<file path="src/rtl/keypad_matrix_scanner.sv">
// 4x4 keypad matrix scanner.
// Drives one column low at a time and samples the synchronised row lines.
// Whole-matrix snapshots are debounced across consecutive scans.
// A single accepted key produces a code, a valid level and a one-cycle press
// pulse. Multi-key maps are blocked until the whole matrix is released.
module keypad_matrix_scanner #(
  parameter int SCAN_DIVIDER_LOG2 = 2,
  parameter int DEBOUNCE_SCANS    = 2
) (
  input  logic       clock,
  input  logic       reset_n,
  input  logic [3:0] row,
  output logic [3:0] column,
  output logic [3:0] key_code,
  output logic       key_valid,
  output logic       key_pulse,
  output logic       multiple_keys,
  output logic [7:0] press_count
);

  localparam logic [3:0] STABLE_MAX = 4'(DEBOUNCE_SCANS - 1);
  localparam logic [SCAN_DIVIDER_LOG2-1:0] DWELL_LAST = '1;
  localparam logic [SCAN_DIVIDER_LOG2-1:0] DWELL_ONE  = {{(SCAN_DIVIDER_LOG2-1){1'b0}}, 1'b1};

  typedef enum logic [1:0] {
    ST_RELEASED = 2'd0,
    ST_PRESSED  = 2'd1,
    ST_BLOCKED  = 2'd2
  } state_t;

  // Number of pressed keys in a 16-bit matrix map.
  function automatic logic [4:0] f_popcount(input logic [15:0] map);
    logic [4:0] cnt;
    cnt = 5'd0;
    for (int i = 0; i < 16; i++) begin
      cnt = cnt + {4'd0, map[i]};
    end
    return cnt;
  endfunction

  // Index of the lowest pressed key (meaningful when exactly one is set).
  function automatic logic [3:0] f_key_index(input logic [15:0] map);
    logic [3:0] idx;
    idx = 4'd0;
    for (int i = 15; i >= 0; i--) begin
      if (map[i]) begin
        idx = 4'(i);
      end else begin
        idx = idx;
      end
    end
    return idx;
  endfunction

  logic [3:0]                   r_row_meta;
  logic [3:0]                   r_row_sync;
  logic [SCAN_DIVIDER_LOG2-1:0] r_dwell;
  logic [1:0]                   r_col_idx;
  logic [3:0]                   r_column;
  logic [15:0]                  r_snapshot;
  logic [15:0]                  r_prev_snapshot;
  logic [15:0]                  r_map;
  logic [3:0]                   r_stable;
  logic                         r_scan_done;
  state_t                       r_state;
  logic [3:0]                   r_key_code;
  logic                         r_key_valid;
  logic                         r_key_pulse;
  logic                         r_multiple_keys;
  logic [7:0]                   r_press_count;

  logic [3:0]  w_rows_pressed;
  logic [1:0]  w_col_next;
  logic        w_dwell_last;
  logic [3:0]  w_stable_next;
  logic        w_accept;
  logic [4:0]  w_pop;
  state_t      w_state_next;
  logic [3:0]  w_key_code_next;
  logic        w_key_valid_next;
  logic        w_key_pulse_next;
  logic [7:0]  w_press_count_next;

  assign w_rows_pressed = ~r_row_sync;
  assign w_col_next     = r_col_idx + 2'd1;
  assign w_dwell_last   = (r_dwell == DWELL_LAST);
  assign w_pop          = f_popcount(r_snapshot);

  // Two-flop synchroniser for the asynchronous row lines (idle high = released).
  always_ff @(posedge clock or negedge reset_n) begin
    if (!reset_n) begin
      r_row_meta <= 4'hF;
      r_row_sync <= 4'hF;
    end else begin
      r_row_meta <= row;
      r_row_sync <= r_row_meta;
    end
  end

  // Column dwell timing, column rotation and per-column snapshot capture.
  always_ff @(posedge clock or negedge reset_n) begin
    if (!reset_n) begin
      r_dwell     <= '0;
      r_col_idx   <= 2'd0;
      r_column    <= 4'b1110;
      r_snapshot  <= 16'd0;
      r_scan_done <= 1'b0;
    end else if (w_dwell_last) begin
      r_dwell                            <= '0;
      r_col_idx                          <= w_col_next;
      r_column                           <= ~(4'b0001 << w_col_next);
      r_snapshot[{r_col_idx, 2'b00} +: 4] <= w_rows_pressed;
      r_scan_done                        <= (r_col_idx == 2'd3);
    end else begin
      r_dwell     <= r_dwell + DWELL_ONE;
      r_scan_done <= 1'b0;
    end
  end

  // Stability count for the completed scan and the acceptance decision.
  always_comb begin
    w_stable_next = 4'd0;
    if (r_snapshot == r_prev_snapshot) begin
      if (r_stable == STABLE_MAX) begin
        w_stable_next = r_stable;
      end else begin
        w_stable_next = r_stable + 4'd1;
      end
    end else begin
      w_stable_next = 4'd0;
    end
    w_accept = r_scan_done && (w_stable_next == STABLE_MAX);
  end

  // Debounce history: previous snapshot, stable count and accepted map.
  always_ff @(posedge clock or negedge reset_n) begin
    if (!reset_n) begin
      r_prev_snapshot <= 16'd0;
      r_stable        <= 4'd0;
      r_map           <= 16'd0;
    end else if (r_scan_done) begin
      r_prev_snapshot <= r_snapshot;
      r_stable        <= w_stable_next;
      if (w_accept) begin
        r_map <= r_snapshot;
      end else begin
        r_map <= r_map;
      end
    end else begin
      r_prev_snapshot <= r_prev_snapshot;
      r_stable        <= r_stable;
      r_map           <= r_map;
    end
  end

  // Key FSM next state and next outputs; only an accepted map can move it.
  always_comb begin
    w_state_next       = r_state;
    w_key_code_next    = r_key_code;
    w_key_valid_next   = r_key_valid;
    w_key_pulse_next   = 1'b0;
    w_press_count_next = r_press_count;
    if (w_accept) begin
      case (r_state)
        ST_RELEASED: begin
          if (w_pop == 5'd1) begin
            w_state_next       = ST_PRESSED;
            w_key_code_next    = f_key_index(r_snapshot);
            w_key_valid_next   = 1'b1;
            w_key_pulse_next   = 1'b1;
            w_press_count_next = r_press_count + 8'd1;
          end else if (w_pop >= 5'd2) begin
            w_state_next = ST_BLOCKED;
          end else begin
            w_state_next = ST_RELEASED;
          end
        end
        ST_PRESSED: begin
          if (r_snapshot == 16'd0) begin
            w_state_next     = ST_RELEASED;
            w_key_valid_next = 1'b0;
          end else if (r_snapshot == r_map) begin
            w_state_next = ST_PRESSED;
          end else begin
            w_state_next     = ST_BLOCKED;
            w_key_valid_next = 1'b0;
          end
        end
        ST_BLOCKED: begin
          if (r_snapshot == 16'd0) begin
            w_state_next = ST_RELEASED;
          end else begin
            w_state_next = ST_BLOCKED;
          end
        end
        default: begin
          w_state_next     = ST_RELEASED;
          w_key_valid_next = 1'b0;
        end
      endcase
    end else begin
      w_state_next = r_state;
    end
  end

  // Key FSM state register and registered key outputs.
  always_ff @(posedge clock or negedge reset_n) begin
    if (!reset_n) begin
      r_state         <= ST_RELEASED;
      r_key_code      <= 4'd0;
      r_key_valid     <= 1'b0;
      r_key_pulse     <= 1'b0;
      r_multiple_keys <= 1'b0;
      r_press_count   <= 8'd0;
    end else begin
      r_state         <= w_state_next;
      r_key_code      <= w_key_code_next;
      r_key_valid     <= w_key_valid_next;
      r_key_pulse     <= w_key_pulse_next;
      r_multiple_keys <= (w_state_next == ST_BLOCKED);
      r_press_count   <= w_press_count_next;
    end
  end

  assign column        = r_column;
  assign key_code      = r_key_code;
  assign key_valid     = r_key_valid;
  assign key_pulse     = r_key_pulse;
  assign multiple_keys = r_multiple_keys;
  assign press_count   = r_press_count;

endmodule

</file>
<file path="config.mk">
export PLATFORM = sky130hd
export DESIGN_NAME = keypad_matrix_scanner
export DESIGN_NICKNAME = d
export VERILOG_FILES = /design/src/rtl/keypad_matrix_scanner.sv
export SDC_FILE = /design/constraint.sdc
export NUM_CORES = 1
export LEC_CHECK = 0
export CAP_MARGIN = 20
export CORE_MARGIN = 2
export CORE_UTILIZATION = 35
export DETAILED_ROUTE_END_ITERATION = 12
export SLEW_MARGIN = 20
export SYNTH_ARGS = -nofsm -noshare
export SYNTH_HDL_FRONTEND = slang
export SYNTH_SLANG_ARGS = --single-unit
</file>
<file path="constraint.sdc">
create_clock -name clock -period 16.04 [get_ports clock]
set_clock_uncertainty 0.2 [all_clocks]
set_input_delay 1.604 -clock clock [delete_from_list [all_inputs] [get_ports clock]]
set_output_delay 1.604 -clock clock [all_outputs]
set_load 0.005 [all_outputs]
</file>
==> flow_metrics.env <==
export IMPL_status="finished, final reports clean"
export IMPL_grt_usage=0.138
export IMPL_start_util=0.358
export IMPL_synth_area_leader_cell="dfrtp_1"
export IMPL_drt_iter0_markers=166
export IMPL_vias=2912
export IMPL_viasPerCell=4.83
export IMPL_syn_area_per_cell_um2=11.0
export IMPL_rsz0062_at_grt="false"
export IMPL_synth_compound_area_frac=0.0830
export IMPL_synth_cell_types=54
export IMPL_synth_top_area_share=0.415
export IMPL_clk_latency_ns=0.35
export IMPL_p_seq_frac=0.449
export IMPL_gp_congestion=0.842
export IMPL_hold_viol=0
export IMPL_syn_area_mm2=0.00452
export IMPL_muxShareOfSynthArea=0.0847
export IMPL_required_ns=16.07
export IMPL_totalWireLength_mm=8.86
export IMPL_dr_pass1_iters=4
export IMPL_cts_setup_buffers=0
export IMPL_cts_sinks=86
export IMPL_pre_cts_ws_ns=10.62
export IMPL_r2r_slack_ns=10.60
export IMPL_grt_pass1_vias=2920
export IMPL_synth_edff_count=0
export IMPL_yosys_area_share_simple=0.133
export IMPL_worst_setup_path_start_kind="register"
export IMPL_num_rows=41
export IMPL_netlist_top_cells_count="dfrtp_1 (75), nand2_1 (39), inv_1 (36), xnor2_1 (35), mux2_2 (22)"
export IMPL_ys_seq_area_frac=0.479
export IMPL_slew_headroom=0.503
export IMPL_yosys_register_bits=86
export IMPL_grt_first_pass_wirelength_mm=15.0
export IMPL_cts_resized=0
export IMPL_worstMarginPinSlew_ns=0.746
export IMPL_arrival_ns=5.47
export IMPL_intPower_mw=0.375
export IMPL_powerDensity_mw_per_mm2=99.0
export IMPL_synthAdderAreaFrac=0.0858
export IMPL_synth_warnings=0
export IMPL_root_buffer="clkbuf_16"
export IMPL_p_leak_nw=2.28
export IMPL_min_to="r_row_sync[1]"
export IMPL_fillers=1247
export IMPL_postCtsHoldBufs=0
export IMPL_holdWs_ns=0.156
export IMPL_gr_total_overflow=0
export IMPL_fin_crit_sh=0.339
export IMPL_cts_max_level=3
export IMPL_antenna_left=0
export IMPL_max_freq_mhz=184
export IMPL_fin_crit_ns=5.44
export IMPL_reg2regPathDepth=17
export IMPL_synth_top_family_by_area="simple AND/OR/NAND/NOR gates"
export IMPL_hold_path_class="register to register"
export IMPL_wire_per_inst_um=14.7
export IMPL_syn_num_nets=443
export IMPL_synthArstFlopShare=1.00
export IMPL_drc_errors=0
export IMPL_hp_start="r_row_meta[1]"
export IMPL_p_sw_mw=0.139
export IMPL_portBuffers=24
export IMPL_numCtsBuffers=9
export IMPL_ys_flop_type="dfrtp_1"
export IMPL_die_area_mm2=0.0138
export IMPL_yosysMostFrequentCell="dfrtp_1"
export IMPL_dp_hpwl_mm=6.47
export IMPL_die_width_um=118
export IMPL_synth_area_leaders="dfrtp_1 (42%), xnor2_1 (6.8%), dfstp_2 (6.4%)"
export IMPL_whs_path_depth=0
export IMPL_synthCells=412
export IMPL_setup_tns_final_ns=0
export IMPL_clkTransAtPathRegs_ns=0.07
export IMPL_nets=457
export IMPL_grt_max_degree=62
export IMPL_path_class="register to register"
export IMPL_area_growth_syn_to_layout_pct=15.0
export IMPL_core_area_mm2=0.0126
export IMPL_cts_tree="done"
export IMPL_antenna_found_initial=0
export IMPL_synth_xor_area_frac=0.0794
export IMPL_io_pins=25
export IMPL_reg2reg_from="r_snapshot[5]"
export IMPL_ir_worst_vdd_mv=0.0541
export IMPL_drv_cap=0
export IMPL_n_antenna_cell=0
export IMPL_drive_gt1_frac=0.174
export IMPL_fp_dieH_um=118
export IMPL_r2r_end="key_code[0]"
export IMPL_p_sw_frac=0.271
export IMPL_clkPwrFrac=0.405
export IMPL_end_kind="register"
export IMPL_layout_setup_ws_ns=10.60
export IMPL_critPathMaxFanout=8
export IMPL_combPwrFrac=0.146
export IMPL_drv_slew=0
export IMPL_setup_viol=0
export IMPL_clock_path_buffers=2
sequential cells by signal, summed over array words and instances, names as in the netlist:
register / count
r_row_meta: 4
r_snapshot: 16
r_col_idx: 2
key_valid: 1
r_dwell: 2
press_count: 8
key_code: 4
r_row_sync: 4
r_prev_snapshot: 16
r_map: 16
r_scan_done: 1
multiple_keys: 1
column: 4
key_pulse: 1
r_state: 2
r_stable: 4
per-stage QoR:
step,power (mW),cells,util,instance area (µm²)
CTS,0.523,602,0.411,5180
floorplan,0.289,412,-,4520
global placement,0.308,586,0.387,4880
finish,0.515,603,0.412,5200
global route,0.543,603,0.412,5200
detailed placement,0.312,586,0.387,4880
area by class of cell:
| cell class | instances | area [µm²] | share of cell area |
|---|---|---|---|
| tap | 172 | 215 | 0.0414 |
| sequential | 86 | 2170 | 0.417 |
| inverter | 36 | 135 | 0.0260 |
| clock buffer | 11 | 264 | 0.0508 |
| clock inverter | 5 | 37.5 | 0.00722 |
| multi-input combinational | 265 | 2110 | 0.405 |
| timing repair buffer | 28 | 275 | 0.0529 |
critical path, stage by stage, from the launching register on:
cell and delay (ns):
dfrtp_1 0.48, inv_1 0.14, fa_1 0.54, inv_1 0.05
fa_1 0.46, fa_1 0.51, inv_1 0.05, fa_1 0.42
inv_1 0.07, ha_1 0.17, inv_1 0.06, fa_1 0.38
a211oi_1 0.22, mux2i_1 0.11, nor4b_2 0.44, nand3_2 0.26
or2_1 0.43, mux2_4 0.34
power groups by stage:
stage	Combinational [mW]	Clock [mW]	Sequential (mW)
3_5_place_dp	0.0769	0	0.235
3_3_place_gp	0.0735	0	0.234
2_1_floorplan	0.0596	0	0.229
4_1_cts	0.0766	0.215	0.231
5_1_grt	0.0885	0.222	0.232
6_report	0.0751	0.209	0.231
cell families (layout without fill, tap and decap cells):
group	count (synthesis)	count (layout)
xor gates and xnor gates	41	41
DFF	86	86
buffers and inverters	61	80
AOI/OAI and AO/OA	54	54
and+or+nand+nor	112	112
adders and majority gates	25	25
muxes	33	33
layout by cell type, fill, tap and decap left out, drive strengths merged, types with 9 or more instances in the layout:
cell type,Yosys,final
nand2,39,39
fa,10,10
xnor2,35,35
dfstp,11,11
nor2,16,16
nand4,9,9
inv,36,38
ha,15,15
mux2,27,27
clkdlybuf4s50,0,23
o21ai,18,18
nand3,14,14
dfrtp,75,75
clkbuf,21,11
o31ai,15,15
metal layers:
| layer | part of all wire | wire length [µm] | GRT usage | vias to the layer above |
|---|---|---|---|---|
| met4 | 0.027 | 235 | 0.0685 | 0 |
| li1 | - | - | - | 1422 |
| met5 | 0 | 0 | 0 | - |
| met3 | 0.044 | 387 | 0.0320 | 16 |
| met1 | 0.45 | 3980 | 0.174 | 1423 |
| met2 | 0.48 | 4260 | 0.224 | 51 |
how the worst max path moves through the flow:
stage | from | endpoint
2_1_floorplan | r_snapshot[5] | key_code[0]
3_3_place_gp | r_snapshot[5] | press_count[1]
3_5_place_dp | r_snapshot[5] | key_code[0]
4_1_cts | r_snapshot[5] | key_code[0]
5_1_grt | r_snapshot[5] | key_code[0]
6_report | r_snapshot[5] | key_code[0]
(Power assumes the default switching activity.)
